$ cat src/rtl/pipe_hazard_ctrl.sv
// Pipeline hazard controller: EX operand forwarding, load-use / RAW interlock,
// branch redirect flushes, multicycle EX stall FSM and saturating performance counters.
module pipe_hazard_ctrl #(
  parameter int REGW   = 5,
  parameter int CNTW   = 32,
  parameter int FWD_EN = 1,
  parameter int MC_LAT = 4
) (
  input  logic            clk,
  input  logic            rst,
  input  logic [REGW-1:0] id_rs1_id,
  input  logic [REGW-1:0] id_rs2_id,
  input  logic            id_use_rs1,
  input  logic            id_use_rs2,
  input  logic [REGW-1:0] ex_rs1_id,
  input  logic [REGW-1:0] ex_rs2_id,
  input  logic [REGW-1:0] ex_rdst_id,
  input  logic            ex_we_reg,
  input  logic            ex_mem_read,
  input  logic            ex_mc_start,
  input  logic            ex_redirect,
  input  logic [REGW-1:0] mem_rdst_id,
  input  logic [REGW-1:0] wb_rdst_id,
  input  logic            mem_we_reg,
  input  logic            wb_we_reg,
  output logic            pc_write,
  output logic            ifid_write,
  output logic            idex_write,
  output logic            ifid_flush,
  output logic            idex_flush,
  output logic            exmem_flush,
  output logic [1:0]      fwd_a,
  output logic [1:0]      fwd_b,
  output logic            mc_busy,
  output logic [CNTW-1:0] stall_cnt,
  output logic [CNTW-1:0] flush_cnt
);

  typedef enum logic [0:0] {
    IDLE = 1'b0,
    BUSY = 1'b1
  } state_e;

  localparam bit         MC_MULTI = (MC_LAT > 1);
  localparam logic [3:0] MC_LOAD  = 4'(MC_LAT - 2);

  state_e          state_q, state_d;
  logic [3:0]      mc_cnt_q, mc_cnt_d;
  logic [CNTW-1:0] stall_cnt_q, stall_cnt_d;
  logic [CNTW-1:0] flush_cnt_q, flush_cnt_d;
  logic            mc_busy_s;
  logic            raw_stall_s;

  // A producer only counts when it writes a non-zero register.
  function automatic logic hit(input logic we, input logic [REGW-1:0] rd,
                               input logic [REGW-1:0] x);
    return we && (rd == x) && (x != {REGW{1'b0}});
  endfunction

  // EX operand forwarding: youngest producer (MEM) wins over WB
  always_comb begin
    fwd_a = 2'b00;
    fwd_b = 2'b00;
    if (rst || (FWD_EN == 0)) begin
      fwd_a = 2'b00;
      fwd_b = 2'b00;
    end else begin
      if (hit(mem_we_reg, mem_rdst_id, ex_rs1_id))     fwd_a = 2'b01;
      else if (hit(wb_we_reg, wb_rdst_id, ex_rs1_id))  fwd_a = 2'b10;
      else                                             fwd_a = 2'b00;
      if (hit(mem_we_reg, mem_rdst_id, ex_rs2_id))     fwd_b = 2'b01;
      else if (hit(wb_we_reg, wb_rdst_id, ex_rs2_id))  fwd_b = 2'b10;
      else                                             fwd_b = 2'b00;
    end
  end

  // RAW detection; without forwarding any in-flight EX/MEM producer blocks ID
  always_comb begin
    logic ex_hit_s;
    logic mem_hit_s;
    ex_hit_s  = (id_use_rs1 && hit(ex_we_reg, ex_rdst_id, id_rs1_id)) ||
                (id_use_rs2 && hit(ex_we_reg, ex_rdst_id, id_rs2_id));
    mem_hit_s = (id_use_rs1 && hit(mem_we_reg, mem_rdst_id, id_rs1_id)) ||
                (id_use_rs2 && hit(mem_we_reg, mem_rdst_id, id_rs2_id));
    raw_stall_s = 1'b0;
    if (FWD_EN == 0) begin
      raw_stall_s = ex_hit_s || mem_hit_s;
    end else begin
      raw_stall_s = ex_hit_s && ex_mem_read;
    end
  end

  // Multicycle FSM: busy is raised in the start cycle itself, so MC_LAT-1 stall cycles
  always_comb begin
    state_d   = state_q;
    mc_cnt_d  = mc_cnt_q;
    mc_busy_s = 1'b0;
    case (state_q)
      IDLE: begin
        if (ex_mc_start && MC_MULTI) begin
          mc_busy_s = 1'b1;
          state_d   = BUSY;
          mc_cnt_d  = MC_LOAD;
        end else begin
          state_d   = IDLE;
        end
      end
      BUSY: begin
        if (mc_cnt_q != 4'd0) begin
          mc_busy_s = 1'b1;
          mc_cnt_d  = mc_cnt_q - 4'd1;
        end else begin
          state_d   = IDLE;
        end
      end
      default: begin
        state_d  = IDLE;
        mc_cnt_d = 4'd0;
      end
    endcase
  end

  // Stage enables / bubbles: mc_busy > redirect > RAW stall
  always_comb begin
    mc_busy     = 1'b0;
    pc_write    = 1'b1;
    ifid_write  = 1'b1;
    idex_write  = 1'b1;
    ifid_flush  = 1'b0;
    idex_flush  = 1'b0;
    exmem_flush = 1'b0;
    if (rst) begin
      mc_busy = 1'b0;
    end else if (mc_busy_s) begin
      mc_busy     = 1'b1;
      pc_write    = 1'b0;
      ifid_write  = 1'b0;
      idex_write  = 1'b0;
      exmem_flush = 1'b1;
    end else if (ex_redirect) begin
      ifid_flush = 1'b1;
      idex_flush = 1'b1;
    end else if (raw_stall_s) begin
      pc_write   = 1'b0;
      ifid_write = 1'b0;
      idex_flush = 1'b1;
    end else begin
      mc_busy = 1'b0;
    end
  end

  // Saturating counter next-state
  always_comb begin
    stall_cnt_d = stall_cnt_q;
    flush_cnt_d = flush_cnt_q;
    if (!pc_write && (stall_cnt_q != {CNTW{1'b1}})) begin
      stall_cnt_d = stall_cnt_q + CNTW'(1);
    end else begin
      stall_cnt_d = stall_cnt_q;
    end
    if (ifid_flush && (flush_cnt_q != {CNTW{1'b1}})) begin
      flush_cnt_d = flush_cnt_q + CNTW'(1);
    end else begin
      flush_cnt_d = flush_cnt_q;
    end
  end

  // State and counter registers
  always_ff @(posedge clk or posedge rst) begin
    if (rst) begin
      state_q     <= IDLE;
      mc_cnt_q    <= 4'd0;
      stall_cnt_q <= {CNTW{1'b0}};
      flush_cnt_q <= {CNTW{1'b0}};
    end else begin
      state_q     <= state_d;
      mc_cnt_q    <= mc_cnt_d;
      stall_cnt_q <= stall_cnt_d;
      flush_cnt_q <= flush_cnt_d;
    end
  end

  assign stall_cnt = stall_cnt_q;
  assign flush_cnt = flush_cnt_q;

endmodule

$ cat config.mk
export PLATFORM = sky130hd
export DESIGN_NAME = pipe_hazard_ctrl
export DESIGN_NICKNAME = d
export VERILOG_FILES = /design/src/rtl/pipe_hazard_ctrl.sv
export SDC_FILE = /design/constraint.sdc
export NUM_CORES = 1
export LEC_CHECK = 0
export ABC_AREA = 1
export BUFFER_PORTS_ARGS = -buffer_cell sky130_fd_sc_hd__buf_2
export CORE_MARGIN = 4
export CORE_UTILIZATION = 58
export CTS_CLUSTER_SIZE = 12
export DETAILED_ROUTE_END_ITERATION = 10
export GPL_ROUTABILITY_DRIVEN = 0
export HOLD_SLACK_MARGIN = 0.15
export PLACE_DENSITY = 0.9
export SLEW_MARGIN = 5
export SYNTH_ARGS = -nofsm -noshare
export SYNTH_HDL_FRONTEND = slang
export SYNTH_SLANG_ARGS = --single-unit
$ cat constraint.sdc
create_clock -name clk -period 7.45 [get_ports clk]
set_input_delay 0.3725 -clock clk [delete_from_list [all_inputs] [get_ports clk]]
set_output_delay 0.3725 -clock clk [all_outputs]
set_load 0.05 [all_outputs]
# After elaboration in Yosys (flattened, before gate mapping)
# Cells that the tools add are included.
# Widths: inputs -> output; s select.
# totals
register_bits	69
input_bits	45
output_inout_bits	75
wordCells	70
# op_classes
add_sub_neg	3
n_eq_ne	10
muxes	27
bitwise	1
reduce_logical	25
# ops
cell	n
$add 32x1->32 const B	2
$ne 32x32->1 const B	2
$eq 5x5->1	6
$reduce_bool 5->1	4
$logic_and 1x1->1	17
$mux 1	17
$mux 2	6
$mux 4	2
$pmux 4 s2	1
$reduce_bool 4->1	1
$sub 4x1->4 const B	1
$ne 2x1->1 const B	1
$ne 2x2->1 const B	1
$pmux 1 s2	1
$reduce_and 2->1	1
$logic_not 1->1	1
$logic_or 1x1->1	1
$not 1->1	1

# Logic depth before layout (Yosys ltp)
# depth
ltp_word	12
depth_mapped	14

# Worst setup path before layout
# Ideal clock, no wire load.
# synth_path
kind	input to output
from	in rst
to	out pc_write
arrival_time_ns	3.941
path_slack_ns	3.137
cell_stages	6
n_path_buf	2
path_cell_list	inv_1 nand2_1 nand2_1 clkbuf_1 inv_1 buf_4
# synth_via
elab_chain_len	1
# synth_lines
item	line	rtl
start, declared	10	input logic rst,
$mux 1	--	
end, declared	26	output logic pc_write,
# No other way between the ends.

# Final worst setup path
# layout_path
from	reg stall_cnt_q[0] (netlist: stall_cnt[0])
to	reg stall_cnt_q[20] (netlist: stall_cnt[20])
# layout_via
elab_chain_len	2
# layout_lines
item	line	rtl
start, declared	49	logic [CNTW-1:0] stall_cnt_q, stall_cnt_d;
start signal, assigned	173	stall_cnt_q <= {CNTW{1'b0}};
start signal, assigned	178	stall_cnt_q <= stall_cnt_d;
branches (longest 2 deep; another with $add 32x1->32)	--	
# Several ways; the timed one is not identified.
# A chain may end at the register's enable or synchronous reset.

==> results.ini <==
[setup_path]
rr_worst_depth = 9
cp_max_fo = 33
critPathKind = reg -> reg
end_kind = flop
cp-endpoint = stall_cnt[20]
crit_required_ns = 7.73
crit_start = stall_cnt[0]
reg2reg_from = stall_cnt[0]
r2r_end = stall_cnt[20]
worstPathArrival_ns = 3.31
worst-r2r-setup-slack_ns = 4.42
startpoint_type = flop

[clock_tree]
cts_setup_buffers = 0
numClockSinks = 69
cts_max_level = 3
cts-resized-gates = 0
path_clk_slew_ns = 0.08
cts_buffers = 9
root_buffer = clkbuf_8
clock_path_buffers = 2
cts_tree = yes
worstSkewPairLatency_ns = 0.35
ctsHoldBuffers = 0

[global_routing]
grt_max_degree = 73
overflow = 0
grt_antenna_before_repair = 0
grt_pass1_vias = 5045
grt_pass1_wl_um = 22440
grt.total_usage = 0.2662

[cells_and_area]
fin_cells = 956
utilization = 0.7051
layout-drive-gt1-share = 0.2056
diodes = 0
area_growth_pct = 16.45
nNetsFinal = 894

[detailed_routing]
drc = 0
routedWlPerCell_um = 14.08
dr.pass1.iters = 5
via_count = 5213
routed_wl_um = 13460
drt_iter0_drc = 346
vias_per_cell = 5.453
ant_nets = 0

[floorplanning]
die_area_mm2 = 0.01026
coreArea_mm2 = 0.008341
rows = 33
initial_utilization = 0.6055
fp.dieW_um = 101.3
ioPinCount = 120
die_h_um = 101.3

[sta]
rsz0062_at_grt = no
fin_setup_tns_ns = 0
slew_viol_final = 0
period_minus_slack_ns = 3.029
skew_ns = 0.01709
fmax_mhz = 330.1
fin_crit_sh = 0.4066
worst_pin_slew_ns = 0.9072
slew_headroom = 0.3952
setup_viol = 0
hold_viol = 0

[yosys]
async_reset_ff_frac = 1.000
syn_nets = 779
synth-edff-count = 0
synth-seq-cells = 69
syn_area_mm2 = 0.005050
synthDistinctLibCells = 38
avgSynthCellArea_um2 = 6.908
synth_area_leaders = dfrtp_1, nand2_1, xor2_1, inv_1, nand3_1
netlist_instances = 731
synth_ff_type = dfrtp_1
yosysSeqAreaShare = 0.3419
yosysTopAreaCell = dfrtp_1
yosysTopAreaCellShare = 0.3419
ys_warn_count = 0

[placement]
hpwl_um = 10240
dpl.cell_count = 940
numPortBuffers = 119

[power_and_ir_drop]
power.density_mw_per_mm2 = 264.3
p_sw_frac = 0.4933
leakage_nw = 3.105
pwr-share-clk = 0.208
combPwrFrac = 0.442
ir_drop_uv = 115.4
p_switching_mw = 0.7668
power_frac_seq = 0.351
p_int_mw = 0.7875

[job]
maxCapViolCount = 0

[status]
run_status = completed

[worst_hold_path]
hold_path_class = in -> reg

==> routing by layer <==
metal	wire (um)	track usage	vias up
li1	-	-	2529
met4	420	0.1074	0
met1	5507	0.3384	2412
met2	6645	0.4552	230
met5	0	0	-
met3	891	0.03857	42
==> registers in the layout, indices dropped and copies added, names as in the netlist <==
| register | flops |
|---|---|
| stall_cnt | 32 |
| state_q | 1 |
| flush_cnt | 32 |
| mc_cnt_q | 4 |
==> worst min path at each step <==
stage | from | end | slack (ns) | depth (start not counted)
global placement | stall_cnt[31] | stall_cnt[31] | 0.47 | 2
CTS | ex_mc_start | mc_cnt_q[3] | 0.22 | 2
detailed placement | stall_cnt[31] | stall_cnt[31] | 0.50 | 2
global route | ex_mc_start | mc_cnt_q[3] | 0.23 | 2
finish | ex_mc_start | mc_cnt_q[3] | 0.23 | 2
floorplan | ex_mc_start | mc_cnt_q[3] | 0.46 | 1
==> Yosys cell counts (6+ instances only) <==
| library cell | number |
|---|---|
| o21ai_2 | 15 |
| clkbuf_1 | 6 |
| nand2_1 | 259 |
| inv_1 | 77 |
| nand3_1 | 56 |
| nor3_1 | 34 |
| dfrtp_1 | 69 |
| buf_4 | 7 |
| xor2_1 | 54 |
| nor2_1 | 66 |
| nand4_1 | 12 |
| xnor2_1 | 17 |
==> area by class of cell <==
class	instances	area, um^2
clock buffers	10	137.6
clock inverters	6	71.32
fillers	709	2460
inverters	80	302.8
multi-input cells	565	2900
flip-flops and latches	69	1727
well taps	105	131.4
repair buffers	121	610.6
==> through the flow <==
step	power, mW	setup WS (ns)	instance area [um^2]	hold WS [ns]
floorplan	1.091	3.137	5050	0.4632
global placement	1.213	4.687	5672	0.4749
detailed placement	1.239	4.538	5672	0.4994
CTS	1.559	4.434	5881	0.2210
global route	1.639	4.150	5881	0.2289
finish	1.554	4.421	5881	0.2290
==> layout by cell type (no fill, tap or decap), types with 3 or more instances in the layout <==
cell      instances
nand4_1          12
o21ai_2          15
nand2_1         259
a21oi_1           5
nor3b_1           4
nor3_1           34
nor4_1            3
ha_1              3
xor2_1           54
clkbuf_8         10
o21ai_0           4
nand3_2           3
buf_2           119
o21ai_1           5
nor2_4            3
inv_1            76
dfrtp_1          69
nand2_2           4
inv_2             3
xnor2_1          17
nand3_1          56
nor2_2            3
nor2_1           66
==> power by group through the flow <==
| stage | sequential (mW) | combinational [mW] | clock (mW) |
|---|---|---|---|
| detailed placement | 0.550 | 0.689 | 0 |
| finish | 0.545 | 0.686 | 0.323 |
| floorplan | 0.734 | 0.357 | 0 |
| global placement | 0.542 | 0.671 | 0 |
| CTS | 0.543 | 0.690 | 0.326 |
| global route | 0.556 | 0.743 | 0.340 |
==> worst max-delay path: stages, from the launching register on <==
cell and delay [ns]:
dfrtp_1 0.42, ha_1 0.29, nand2_2 0.12, nor2_4 0.14
nand4_1 0.13, nor3_2 0.14, nand4_2 0.67, nand2_2 0.81
nand2_1 0.15, nand2_1 0.09
==> logic make-up (layout without fill, tap and decap cells) <==
family | after synthesis | in the layout | share of synthesized area
flops | 69 | 69 | 0.3419
xor+xnor | 71 | 71 | 0.1231
compound gates | 36 | 36 | 0.05327
fa+ha+maj | 3 | 3 | 0.007434
simple gates | 455 | 455 | 0.3905
buf+inv | 97 | 217 | 0.08375
No activity file was read; power rests on OpenSTA's default activity.
